## src/rtl/ddr_sync_dc_tx_arbiter_pkg.sv

```systemverilog
// ddr_sync_pkg: shared slot-state and owner types for the DDR sync tx arbiter
package ddr_sync_pkg;
  typedef enum logic {SLOT_U, SLOT_L} slot_state_e;
  typedef logic owner_t;
  localparam owner_t OWNER_REQ0 = 1'b0;
  localparam owner_t OWNER_REQ1 = 1'b1;
endpackage

```

## src/rtl/ddr_sync_dc_tx_arbiter_if.sv

```systemverilog
// ddr_sync_dc_tx_arbiter_if: one full-width word requester (valid/data/last in, ready back)
interface ddr_sync_dc_tx_arbiter_if #(parameter int W = 32);
  logic         valid;
  logic [W-1:0] data;
  logic         last;
  logic         ready;
  modport master (output valid, data, last, input ready);
  modport slave  (input valid, data, last, output ready);
endinterface

```

## src/rtl/ddr_sync_dc_tx_arbiter_rr_arb2_lock.sv

```systemverilog
// rr_arb2_lock: 2-way round-robin arbiter that locks onto a requester until its last word
module rr_arb2_lock
  import ddr_sync_pkg::*;
(
  input  logic       local_clk,
  input  logic       reset_n,
  input  logic       take,
  input  logic       en,
  input  logic [1:0] valid,
  input  logic [1:0] last,
  output logic [1:0] gnt,
  output owner_t     sel,
  output logic       acc,
  output logic       busy
);
  owner_t ptr, owner;
  // each grant bit looks only at the other requester's valid, so ready never loops back on itself
  always_comb begin
    gnt = !take ? 2'b00 : busy ? (owner ? 2'b10 : 2'b01) : en ? {ptr | ~valid[0], ~ptr | ~valid[1]} : 2'b00;
    sel = owner_t'(gnt[1] & valid[1]);
    acc = |(gnt & valid);
  end
  always_ff @(posedge local_clk or negedge reset_n)
    if (!reset_n) begin
      ptr   <= OWNER_REQ0;
      owner <= OWNER_REQ0;
      busy  <= 1'b0;
    end else if (acc) begin
      busy  <= !last[sel];
      owner <= sel;
      if (last[sel]) ptr <= ~sel;
    end
endmodule

```

## src/rtl/ddr_sync_dc_tx_arbiter.sv

```systemverilog
// ddr_sync_dc_tx_arbiter: shares a 2x-clock half-width datapath between two word requesters
module ddr_sync_dc_tx_arbiter
  import ddr_sync_pkg::*;
#(
  parameter int                   SRC_WIDTH = 32,
  parameter int                   DST_WIDTH = SRC_WIDTH / 2,
  parameter bit                   PHASE     = 1'b0,
  parameter logic [SRC_WIDTH-1:0] IDLE_WORD = '0
) (
  input  logic                     local_clk,
  input  logic                     reset_n,
  input  logic                     phase_in,
  input  logic                     en,
  ddr_sync_dc_tx_arbiter_if.slave  req0,
  ddr_sync_dc_tx_arbiter_if.slave  req1,
  output logic [DST_WIDTH-1:0]     out_data,
  output logic                     out_valid,
  output owner_t                   out_owner,
  output logic                     busy,
  output logic                     phase_err
);
  if (SRC_WIDTH % 2 != 0 || DST_WIDTH * 2 != SRC_WIDTH) begin : g_bad_width
    $error("SRC_WIDTH must be even and DST_WIDTH half of it");
  end
  localparam logic [DST_WIDTH-1:0] IDLE_U = IDLE_WORD[SRC_WIDTH-1:DST_WIDTH];
  localparam logic [DST_WIDTH-1:0] IDLE_L = IDLE_WORD[DST_WIDTH-1:0];
  slot_state_e          state, state_nx;
  logic                 upper, take, acc;
  logic [1:0]           gnt;
  owner_t               sel;
  logic [SRC_WIDTH-1:0] sel_data;
  logic [DST_WIDTH-1:0] hold;
  assign upper     = phase_in ^ PHASE;
  assign take      = upper && state == SLOT_U;
  assign req0.ready = gnt[0];
  assign req1.ready = gnt[1];
  assign sel_data  = sel ? req1.data : req0.data;
  rr_arb2_lock u_arb (
    .local_clk (local_clk),
    .reset_n   (reset_n),
    .take      (take),
    .en        (en),
    .valid     ({req1.valid, req0.valid}),
    .last      ({req1.last, req0.last}),
    .gnt       (gnt),
    .sel       (sel),
    .acc       (acc),
    .busy      (busy)
  );
  always_comb begin
    state_nx = SLOT_U;
    if (state == SLOT_U && upper) state_nx = SLOT_L;
  end
  // an idle upper slot loads the idle lower half into hold, so SLOT_L always just drains hold
  always_ff @(posedge local_clk or negedge reset_n)
    if (!reset_n) begin
      state     <= SLOT_U;
      out_data  <= '0;
      hold      <= '0;
      out_valid <= 1'b0;
      out_owner <= OWNER_REQ0;
      phase_err <= 1'b0;
    end else begin
      state <= state_nx;
      if (state == SLOT_L) begin
        out_data <= hold;
        if (upper) phase_err <= 1'b1;
      end else if (!upper) begin
        out_data  <= IDLE_L;
        out_valid <= 1'b0;
        phase_err <= 1'b1;
      end else if (acc) begin
        out_data  <= sel_data[SRC_WIDTH-1:DST_WIDTH];
        hold      <= sel_data[DST_WIDTH-1:0];
        out_valid <= 1'b1;
        out_owner <= sel;
      end else begin
        out_data  <= IDLE_U;
        hold      <= IDLE_L;
        out_valid <= 1'b0;
      end
    end
endmodule

```

## src/flat_wrapper.sv

```systemverilog
// flat-port wrapper written by rule: the top's interface ports become plain ports
module ddr_sync_dc_tx_arbiter_flat import ddr_sync_pkg::*;
#(
  parameter int                   SRC_WIDTH = 32,
  parameter int                   DST_WIDTH = SRC_WIDTH / 2,
  parameter bit                   PHASE     = 1'b0,
  parameter logic [SRC_WIDTH-1:0] IDLE_WORD = '0
)
  (local_clk, reset_n, phase_in, en, out_data, out_valid, out_owner, busy, phase_err, req0_valid, req0_data, req0_last, req0_ready, req1_valid, req1_data, req1_last, req1_ready);
  ddr_sync_dc_tx_arbiter_if #(.W((32))) req0_i ();
  ddr_sync_dc_tx_arbiter_if #(.W((32))) req1_i ();
  input  logic local_clk;
  input  logic reset_n;
  input  logic phase_in;
  input  logic en;
  output logic [DST_WIDTH-1:0] out_data;
  output logic out_valid;
  output owner_t out_owner;
  output logic busy;
  output logic phase_err;
  input wire logic [$bits(req0_i.valid)-1:0] req0_valid;
  input wire logic [$bits(req0_i.data)-1:0] req0_data;
  input wire logic [$bits(req0_i.last)-1:0] req0_last;
  output wire logic [$bits(req0_i.ready)-1:0] req0_ready;
  input wire logic [$bits(req1_i.valid)-1:0] req1_valid;
  input wire logic [$bits(req1_i.data)-1:0] req1_data;
  input wire logic [$bits(req1_i.last)-1:0] req1_last;
  output wire logic [$bits(req1_i.ready)-1:0] req1_ready;
  assign req0_i.valid = req0_valid;
  assign req0_i.data = req0_data;
  assign req0_i.last = req0_last;
  assign req0_ready = req0_i.ready;
  assign req1_i.valid = req1_valid;
  assign req1_i.data = req1_data;
  assign req1_i.last = req1_last;
  assign req1_ready = req1_i.ready;
  ddr_sync_dc_tx_arbiter #(.SRC_WIDTH(SRC_WIDTH), .DST_WIDTH(DST_WIDTH), .PHASE(PHASE), .IDLE_WORD(IDLE_WORD)) u_core (.local_clk(local_clk), .reset_n(reset_n), .phase_in(phase_in), .en(en), .req0(req0_i), .req1(req1_i), .out_data(out_data), .out_valid(out_valid), .out_owner(out_owner), .busy(busy), .phase_err(phase_err));
endmodule
```

## config.mk

```make
export PLATFORM = sky130hd
export DESIGN_NAME = ddr_sync_dc_tx_arbiter_flat
export DESIGN_NICKNAME = d
export VERILOG_FILES = /design/src/rtl/ddr_sync_dc_tx_arbiter_pkg.sv /design/src/rtl/ddr_sync_dc_tx_arbiter_if.sv /design/src/rtl/ddr_sync_dc_tx_arbiter_rr_arb2_lock.sv /design/src/rtl/ddr_sync_dc_tx_arbiter.sv /design/src/flat_wrapper.sv
export SDC_FILE = /design/constraint.sdc
export NUM_CORES = 1
export LEC_CHECK = 0
export CAP_MARGIN = 20
export CORE_ASPECT_RATIO = 1.1
export CORE_MARGIN = 8
export CORE_UTILIZATION = 44
export CTS_BUF_LIST = sky130_fd_sc_hd__clkbuf_4 sky130_fd_sc_hd__clkbuf_8
export DETAILED_ROUTE_END_ITERATION = 16
export HOLD_SLACK_MARGIN = 0.12
export PLACE_DENSITY = 0.85
export SLEW_MARGIN = 10
export SYNTH_ARGS = -nofsm -noshare
export SYNTH_HDL_FRONTEND = slang
export SYNTH_HIERARCHICAL = 1
export SYNTH_SLANG_ARGS = --single-unit
```

## constraint.sdc

```tcl
create_clock -name local_clk -period 5.5 [get_ports local_clk]
set_input_delay 0.55 -clock local_clk [delete_from_list [all_inputs] [get_ports local_clk]]
set_output_delay 0.55 -clock local_clk [all_outputs]
set_load 0.05 [all_outputs]
```

==> metrics.csv, run 1 <==
metric,value,unit
place_hpwl,4030,µm
die_x,77.8,µm
cap_viol_max_count,0,
finalPower,0.000881,W
drt_iter0_drc,50,
rr_worst_depth,7,
n_antenna_cell,0,
root_buffer,clkbuf_8,
synth.area.top_cells,"dfrtp_1, mux2i_1, o22ai_1, inv_1, buf_6",
first_pass_iters,4,
grt_pass1_vias,1707,
register_area,976,µm²
routed_via_density,5.28,
synth_top_cell_by_area,dfrtp_1,
ys_ff_latch,39,
areaGrowthSynthToFinish,56.2,%
crit_top_cell,clkdlybuf4s50_1,
io_pins,94,
critPathSlowestCell,clkdlybuf4s50_1,
tns,0,ns
ys.flop_type,dfrtp_1,
cts_setup_buffers,0,
cts_sinks,39,
path_max_fanout,26,
finalNetCount,324,
wl,5330,µm
clock_skew,0.00684,ns
drive_gt1_share,6.75,%
grt.overflow.total,0,
cts_resized,0,
synth_cells,158,
fp.dieH,84.0,µm
p_leak,1.19,nW
synth-edff-count,0,
grt_pass1_wl,8340,µm
vias,1606,
gp_congestion,0.745,
ys_top_cells_by_count,"dfrtp_1, mux2i_1, o22ai_1",
cts.reportedPaths.clkPinSlew,0.07,ns
status,"complete, no violations",
wire_per_inst,17.5,µm
dpl_cell_area,0.00279,mm²
rsz0062_at_grt,false,
worstSetupPathType,input pin to primary output,
fin_crit_sh,56.4,%
slew_violations,0,
fin_crit,3.10,ns
synthArstFlopShare,100,%
critPathBufInv,3,
numPortBuffers,93,
worstMarginPinSlew,0.832,ns
cp-end-kind,primary output,
stdcell_area,0.00289,mm²
worst_setup_path_start_kind,input pin,
hold_viol,0,
peakVddDrop,0.264,mV
syn_nets,231,
path_cells,clkdlybuf4s50_1 -> ha_1 -> buf_4 -> and2_1 -> clkdlybuf4s50_1,
hp-class,input pin to async pin,
crit_required,4.95,ns
max_slew_margin,44.6,%
synth.distinct_cells,30,
r2r-end,u_core/out_owner,
grt_antenna_before_repair,0,
postCtsHoldBufs,0,
yosysSeqAreaShare,52.7,%
drc,0,
start_util,46.3,%
critPathArrivalTime,2.55,ns
rr_startpoint,u_core/u_arb/busy,
syn_area_per_cell,11.7,µm²
powerDensity,305,mW/mm²
setup_viol,0,
multi_input_area,737,µm²
synth_area,0.00185,mm²
path_delay_family,buffers and inverters,
die-area,0.00654,mm²
nFillCells,291,
final_antenna_net_count,0,
num_rows,24,
cts_buffer_depth,2,
ys_warn_count,6,
cts_tree,yes,
yosysTopAreaCellShare,52.7,%
worstSkewPairLatency,0.29,ns
rrSetupSlack,2.83,ns
numCtsBuffers,5,
clock.fmax,322,MHz
h-tree-depth,2,
max_stage_delay,0.80,ns
grt_max_degree,40,
coreArea,0.00399,mm²
yosysMostFrequentCell,dfrtp_1,
grt_usage,16.1,%
## how the worst max path moves through the flow
stage / cells after the start / endpoint / startpoint / slack, ns
final: 5 / req1_ready / phase_in / 2.40
after global routing: 5 / req1_ready / phase_in / 2.34
after CTS: 5 / req1_ready / phase_in / 2.39
after detailed placement: 8 / u_core/out_owner / req0_valid / 2.30
after global placement: 8 / u_core/out_owner / req0_valid / 2.36
after floorplan: 3 / req1_ready / u_core/u_arb/busy / 3.51
## cells in the final DEF, fill, tap and decap left out, drive strengths merged, types with 2 or more instances in the layout
cell	count
inv	18
and2	2
nand2	5
mux2i	33
clkdlybuf4s50	92
dfrtp	39
buf	3
clkbuf	7
nand2b	2
nand4b	2
o22ai	32
## flip-flops by register name, indices dropped and copies added, names as in the netlist
| name | cells |
|---|---|
| u_core/hold | 16 |
| u_core/out_data | 16 |
| u_core/out_owner | 1 |
| u_core/out_valid | 1 |
| u_core/phase_err | 1 |
| u_core/state | 1 |
| u_core/u_arb/busy | 1 |
| u_core/u_arb/owner | 1 |
| u_core/u_arb/ptr | 1 |
## power by group
part / internal, W / switching, W / total, W / leakage [nW]
combinational: 0.000143 / 0.000177 / 0.000319 / 0.618
clock: 0.000114 / 0.0000951 / 0.000209 / 0.0505
sequential: 0.000328 / 0.0000244 / 0.000352 / 0.524
total: 0.000585 / 0.000296 / 0.000881 / 1.19
## layer usage
| metal | wire (µm) | GRT usage [%] | vias up |
|---|---|---|---|
| li1 | - | - | 761 |
| met1 | 2100 | 16.4 | 769 |
| met2 | 2780 | 28.7 | 68 |
| met3 | 364 | 6.03 | 8 |
| met4 | 85 | 6.36 | 0 |
| met5 | 0 | 0 | - |
## layout make-up
type	count	area share, %
clock buffer	7	3.33
inverter	18	2.34
timing repair buffer	95	32.6
sequential	39	33.8
multi-input combinational	92	25.5
tap	52	2.25
clock inverter	1	0.260
## cells by family (layout without fill, tap and decap cells)
| logic type | after synthesis | count (layout) | synth area share (%) |
|---|---|---|---|
| AO/OA/AOI/OAI | 39 | 39 | 13.9 |
| flip-flops | 39 | 39 | 52.7 |
| multiplexers | 34 | 34 | 18.5 |
| buffers and inverters | 27 | 121 | 7.50 |
| AND/OR/NAND/NOR | 18 | 18 | 6.69 |
| adder cells (fa/ha/maj) | 1 | 1 | 0.676 |
## worst reg2reg max path: stages, from the launching register on
cell and delay [ns]:
dfrtp_1 0.44, nand2b_1 0.20, o21ai_2 0.22, and3_2 0.39, buf_4 0.44, nand2b_1 0.25
nand3b_4 0.24, mux2_1 0.38
## per-stage QoR
step / setup slack [ns] / utilization, % / hold slack [ns] / std cells
2_1_floorplan: 3.51 / - / 0.254 / 158
3_5_place_dp: 2.30 / 69.8 / 0.458 / 296
3_3_place_gp: 2.36 / 69.8 / 0.456 / 296
4_1_cts: 2.39 / 72.4 / 0.384 / 304
6_report: 2.40 / 72.4 / 0.365 / 304
5_1_grt: 2.34 / 72.4 / 0.422 / 304
(Power assumes the default switching activity.)
==> run 2, diff against run 1 <==
--- a/config.mk
+++ b/config.mk
@@ -8,11 +8,11 @@
 export CAP_MARGIN = 20
 export CORE_ASPECT_RATIO = 1.1
 export CORE_MARGIN = 8
-export CORE_UTILIZATION = 44
+export CORE_UTILIZATION = 37
 export CTS_BUF_LIST = sky130_fd_sc_hd__clkbuf_4 sky130_fd_sc_hd__clkbuf_8
 export DETAILED_ROUTE_END_ITERATION = 16
 export HOLD_SLACK_MARGIN = 0.12
-export PLACE_DENSITY = 0.85
+export PLACE_DENSITY = 0.76
 export SLEW_MARGIN = 10
 export SYNTH_ARGS = -nofsm -noshare
 export SYNTH_HDL_FRONTEND = slang
==> constraint.sdc (replaced) <==
create_clock -name local_clk -period 2.6 [get_ports local_clk]
set_input_delay 0.26 -clock local_clk [delete_from_list [all_inputs] [get_ports local_clk]]
set_output_delay 0.26 -clock local_clk [all_outputs]
set_load 0.05 [all_outputs]
==> run 2 against run 1 <==
Against the previous run: clock power grew 77%; wire length shrank 0.84%; die area grew 15%; sequential power grew 110%; worst setup slack lost 1.8 ns; global-route usage shrank 1.8 points; sequential share of layout area shrank 0.20 points; largest power group unchanged; highest routed layer unchanged.
==> metrics.csv, run 2 (same netlist as run 1, synthesis figures left out) <==
metric,value,unit,change
cp-end-kind,flop,,
hold_path_end,u_core/phase_err,,
place_hpwl,3920,µm,-2.8%
root_buffer,clkbuf_8,,
cts_sinks,39,,unchanged
fp.dieH,90.2,µm,+7.3%
rsz0062_at_grt,false,,
max_slew_margin,43.8,%,-0.80 points
min_path_cells,1,,
finalNetCount,326,,+0.62%
start_util,37.8,%,-8.6 points
numCtsBuffers,5,,unchanged
finalPower,0.00180,W,+100%
nFillCells,413,,+42%
final_antenna_net_count,0,,unchanged
numPortBuffers,93,,unchanged
cts_resized,0,,unchanged
reg_top3,"u_core/hold x16, u_core/out_data x16",,
final_common_cell,clkdlybuf4s50_1,,
peakVddDrop,0.498,mV,+89%
final_cell_mix,"clkdlybuf4s50_1, dfrtp_1, mux2i_1",,
n_antenna_cell,0,,unchanged
stdcell_area,0.00291,mm²,+0.61%
io_pins,94,,unchanged
r2r-end,u_core/out_data[5],,
grt_pass1_vias,1794,,+5.1%
clock.fmax,490,MHz,
grt_max_degree,40,,unchanged
clock_skew,0.00321,ns,-0.00364 ns
worstSetupPathType,input pin to flop,,
min-delay-start,u_core/phase_err,,
vias,1559,,-2.9%
holdWs,0.474,ns,+0.109 ns
rr_startpoint,u_core/state,,
wire_per_inst,17.0,µm,-2.8%
critPathArrivalTime,2.19,ns,-0.36 ns
cts_buffer_depth,2,,unchanged
p_leak,1.20,nW,+0.73%
setup_viol,0,,unchanged
status,"complete, no violations",,
areaGrowthSynthToFinish,57.1,%,
rrSetupSlack,0.61,ns,-2.22 ns
drt_iter0_drc,49,,-2.0%
h-tree-depth,2,,unchanged
cap_viol_max_count,0,,unchanged
slew_violations,0,,unchanged
wl,5280,µm,-0.84%
first_pass_iters,4,,unchanged
worst_setup_path_start_kind,input pin,,
fin_crit,2.04,ns,
crit_required,2.75,ns,-2.20 ns
fin_crit_sh,78.5,%,
powerDensity,620,mW/mm²,+100%
rr_worst_depth,6,,-1
grt_usage,14.3,%,-1.8 points
die-area,0.00752,mm²,+15%
worstMarginPinSlew,0.844,ns,+0.0120 ns
coreArea,0.00490,mm²,+23%
drive_gt1_share,7.14,%,+0.40 points
path_max_fanout,34,,+31%
cts_setup_buffers,0,,unchanged
hold_viol,0,,unchanged
hp-class,flop to flop,,
cts_tree,yes,,
routed_via_density,5.03,,-4.8%
gp_congestion,0.721,,-3.1%
grt.overflow.total,0,,unchanged
grt_antenna_before_repair,0,,unchanged
worstSkewPairLatency,0.28,ns,about the same
die_x,83.4,µm,+7.2%
num_rows,27,,+13%
dpl_cell_area,0.00282,mm²,+1.3%
drc,0,,unchanged
grt_pass1_wl,8670,µm,+4.0%
tns,0,ns,unchanged
cts.reportedPaths.clkPinSlew,0.06,ns,about the same
[run 2: cell types whose count changed in the layout (fill, tap and decap cells not counted), sizes merged]
cell | previous run | this run
buf | 3 | 6
clkbuf | 7 | 6
dlygate4sd3 | 0 | 1
clkdlybuf4s50 | 92 | 90
clkinvlp | 1 | 0
[run 2: timing repair]
item / CTS / global route
hold endpoints to repair: 39 / 0
hold buffers: 1 / 0
setup endpoints to repair: 0 / 0
[run 2: worst max path at each step]
stage                                 start                  to  slack (ns)  depth (start not counted)
after floorplan           u_core/u_arb/busy    u_core/out_owner        0.64                          6
final                              phase_in  u_core/out_data[5]        0.56                          6
after CTS                          phase_in      u_core/hold[7]        0.56                          6
after global routing               phase_in  u_core/out_data[7]        0.40                          6
after global placement             phase_in  u_core/out_data[3]        0.29                          6
after detailed placement           phase_in      u_core/hold[7]        0.26                          6
[run 2: power by group]
part / total (W) / internal, W / switching (W)
Clock: 0.000369 / 0.000189 / 0.000180
Combinational: 0.000689 / 0.000320 / 0.000370
Sequential: 0.000745 / 0.000694 / 0.0000502
Total: 0.00180 / 0.00120 / 0.000600
[run 2: worst max-delay path, cell delays in order]
cell and delay (ns):
clkdlybuf4s50_1 0.53, ha_1 0.32, and3_2 0.23, buf_4 0.46
mux2i_1 0.27, o22ai_1 0.09
[run 2: final cells by class]
type / instances / area (µm²) / share of cell area, %
multi-input cells: 92 / 737 / 25.3
repair buffers: 97 / 978 / 33.6
flip-flops and latches: 39 / 976 / 33.6
clock buffers: 6 / 76.3 / 2.62
inverters: 18 / 67.6 / 2.32
well taps: 58 / 72.6 / 2.50
[run 2: metal layers]
metal	up-vias	share of wire [%]	routed length (µm)	global-route usage, %
li1	769	-	-	-
met1	737	40	2140	16.1
met2	49	53	2810	24.7
met3	4	5.2	277	3.70
met4	0	1.2	63	6.20
met5	-	0	0	0
[run 2: through the flow]
step / cells / worst slack [ns] / util [%]
floorplan: 158 / 0.641 / -
global placement: 303 / 0.287 / 57.6
detailed placement: 303 / 0.259 / 57.6
CTS: 310 / 0.557 / 59.4
global route: 310 / 0.404 / 59.4
finish: 310 / 0.559 / 59.4
==> patch (config.mk and constraints of run 2) <==
Register the output `phase_err` once more; this adds one clock of latency there. The other outputs are not delayed to match.
--- a/src/rtl/ddr_sync_dc_tx_arbiter.sv
+++ b/src/rtl/ddr_sync_dc_tx_arbiter.sv
@@ -21,2 +21,4 @@
 );
+
+  logic phase_err_s0;
   if (SRC_WIDTH % 2 != 0 || DST_WIDTH * 2 != SRC_WIDTH) begin : g_bad_width
@@ -61,3 +63,3 @@
       out_owner <= OWNER_REQ0;
-      phase_err <= 1'b0;
+      phase_err_s0 <= 1'b0;
     end else begin
@@ -66,3 +68,3 @@
         out_data <= hold;
-        if (upper) phase_err <= 1'b1;
+        if (upper) phase_err_s0 <= 1'b1;
       end else if (!upper) begin
@@ -70,3 +72,3 @@
         out_valid <= 1'b0;
-        phase_err <= 1'b1;
+        phase_err_s0 <= 1'b1;
       end else if (acc) begin
@@ -82,2 +84,6 @@
     end
+  always_ff @(posedge local_clk) begin
+    phase_err <= phase_err_s0;
+  end
+
 endmodule
Formal check against the unedited RTL: not equivalent (Yosys sat finds a counterexample within 4 cycles, from zero or initial values and one cycle with reset_n low).
==> patch against run 2 <==
  * Area after synthesis grew 1.1%
  * Final area rose by 1.9%
  * Worst setup slack worse by 93 ps
  * Sequential cell count is 1 higher
  * Wire length is 2.0% lower
  * Power increased by 4.3%
  * Clock skew grew 5.2 ps
  * Largest power group unchanged
  * Fmax fell by 4.4%
  * Die area increased by 0.88%
  * Sequential power is 1% higher
  * Register-to-register slack got worse by 140 ps
  * Worst hold slack got worse by 100 ps
==> patch: results (changes against run 2) <==
status=finished, final reports clean; shortest period the worst path allows=2130 ps (+93.4 ps); mean routed wirelength per cell=16.4 um (-3.5%); multiplexer share of the synthesized area=0.183 (-0.00198); pre-CTS setup slack=316 ps (+56.8 ps); routed wl met2=2620 um (-6.5%); fraction of the mapped netlist area in compound gates=0.138 (-0.00149); largest fanout on the critical path=17 (-50%); buffer share of cell area=0.335 (-0.00133); depth of the worst hold-timing path=0 (-1); power density normalized to cell area=634 nW/um^2 (+2.3%); vias in the first global route=1760 (-1.9%); Post-Syn Nets=232 (+0.43%); Worst EP arrival=2340 ps (+150 ps); Sequential cell area=996 um^2 (+2.1%); cell count after placement=306 (+0.99%); GR Layer Usage met1=0.158 (-0.00318); total track usage=0.140 (-0.00309); post-synth cell types=31 (+3.3%); R2R Setup Slk=470 ps (-140 ps); drt initial violations=62 (+27%); non-clock buffer instance count of the final layout=99 (+2.1%); final-layout fill cell count=448 (+8.5%); Synth Area per Inst=11.8 um^2 (+0.45%); met1 wire length=2180 um (+1.9%)
[patch: changes by cell type after synthesis]
cell                             run 2  this run
sky130_fd_sc_hd__dfxtp_1             0         1
[patch: power by group]
part	leakage [nW]	switching, mW	internal (mW)	total, mW
Clock	0.0479	0.205	0.226	0.431
Sequential	0.532	0.0471	0.709	0.756
Combinational	0.646	0.371	0.322	0.693
[patch: worst max-delay path: stages, from the launching register on]
cell	delay [ps]
sky130_fd_sc_hd__dfrtp_1	410
sky130_fd_sc_hd__inv_2	280
sky130_fd_sc_hd__ha_1	260
sky130_fd_sc_hd__buf_4	220
sky130_fd_sc_hd__nand3_1	160
sky130_fd_sc_hd__nand2b_1	180
sky130_fd_sc_hd__nand3b_4	170
sky130_fd_sc_hd__buf_4	220
sky130_fd_sc_hd__o22ai_1	150
[patch: logic make-up after synthesis]
group	count (synthesis)
flops	40
simple gates	18
fa+ha+maj	1
compound gates	39
buf+inv	27
mux	34
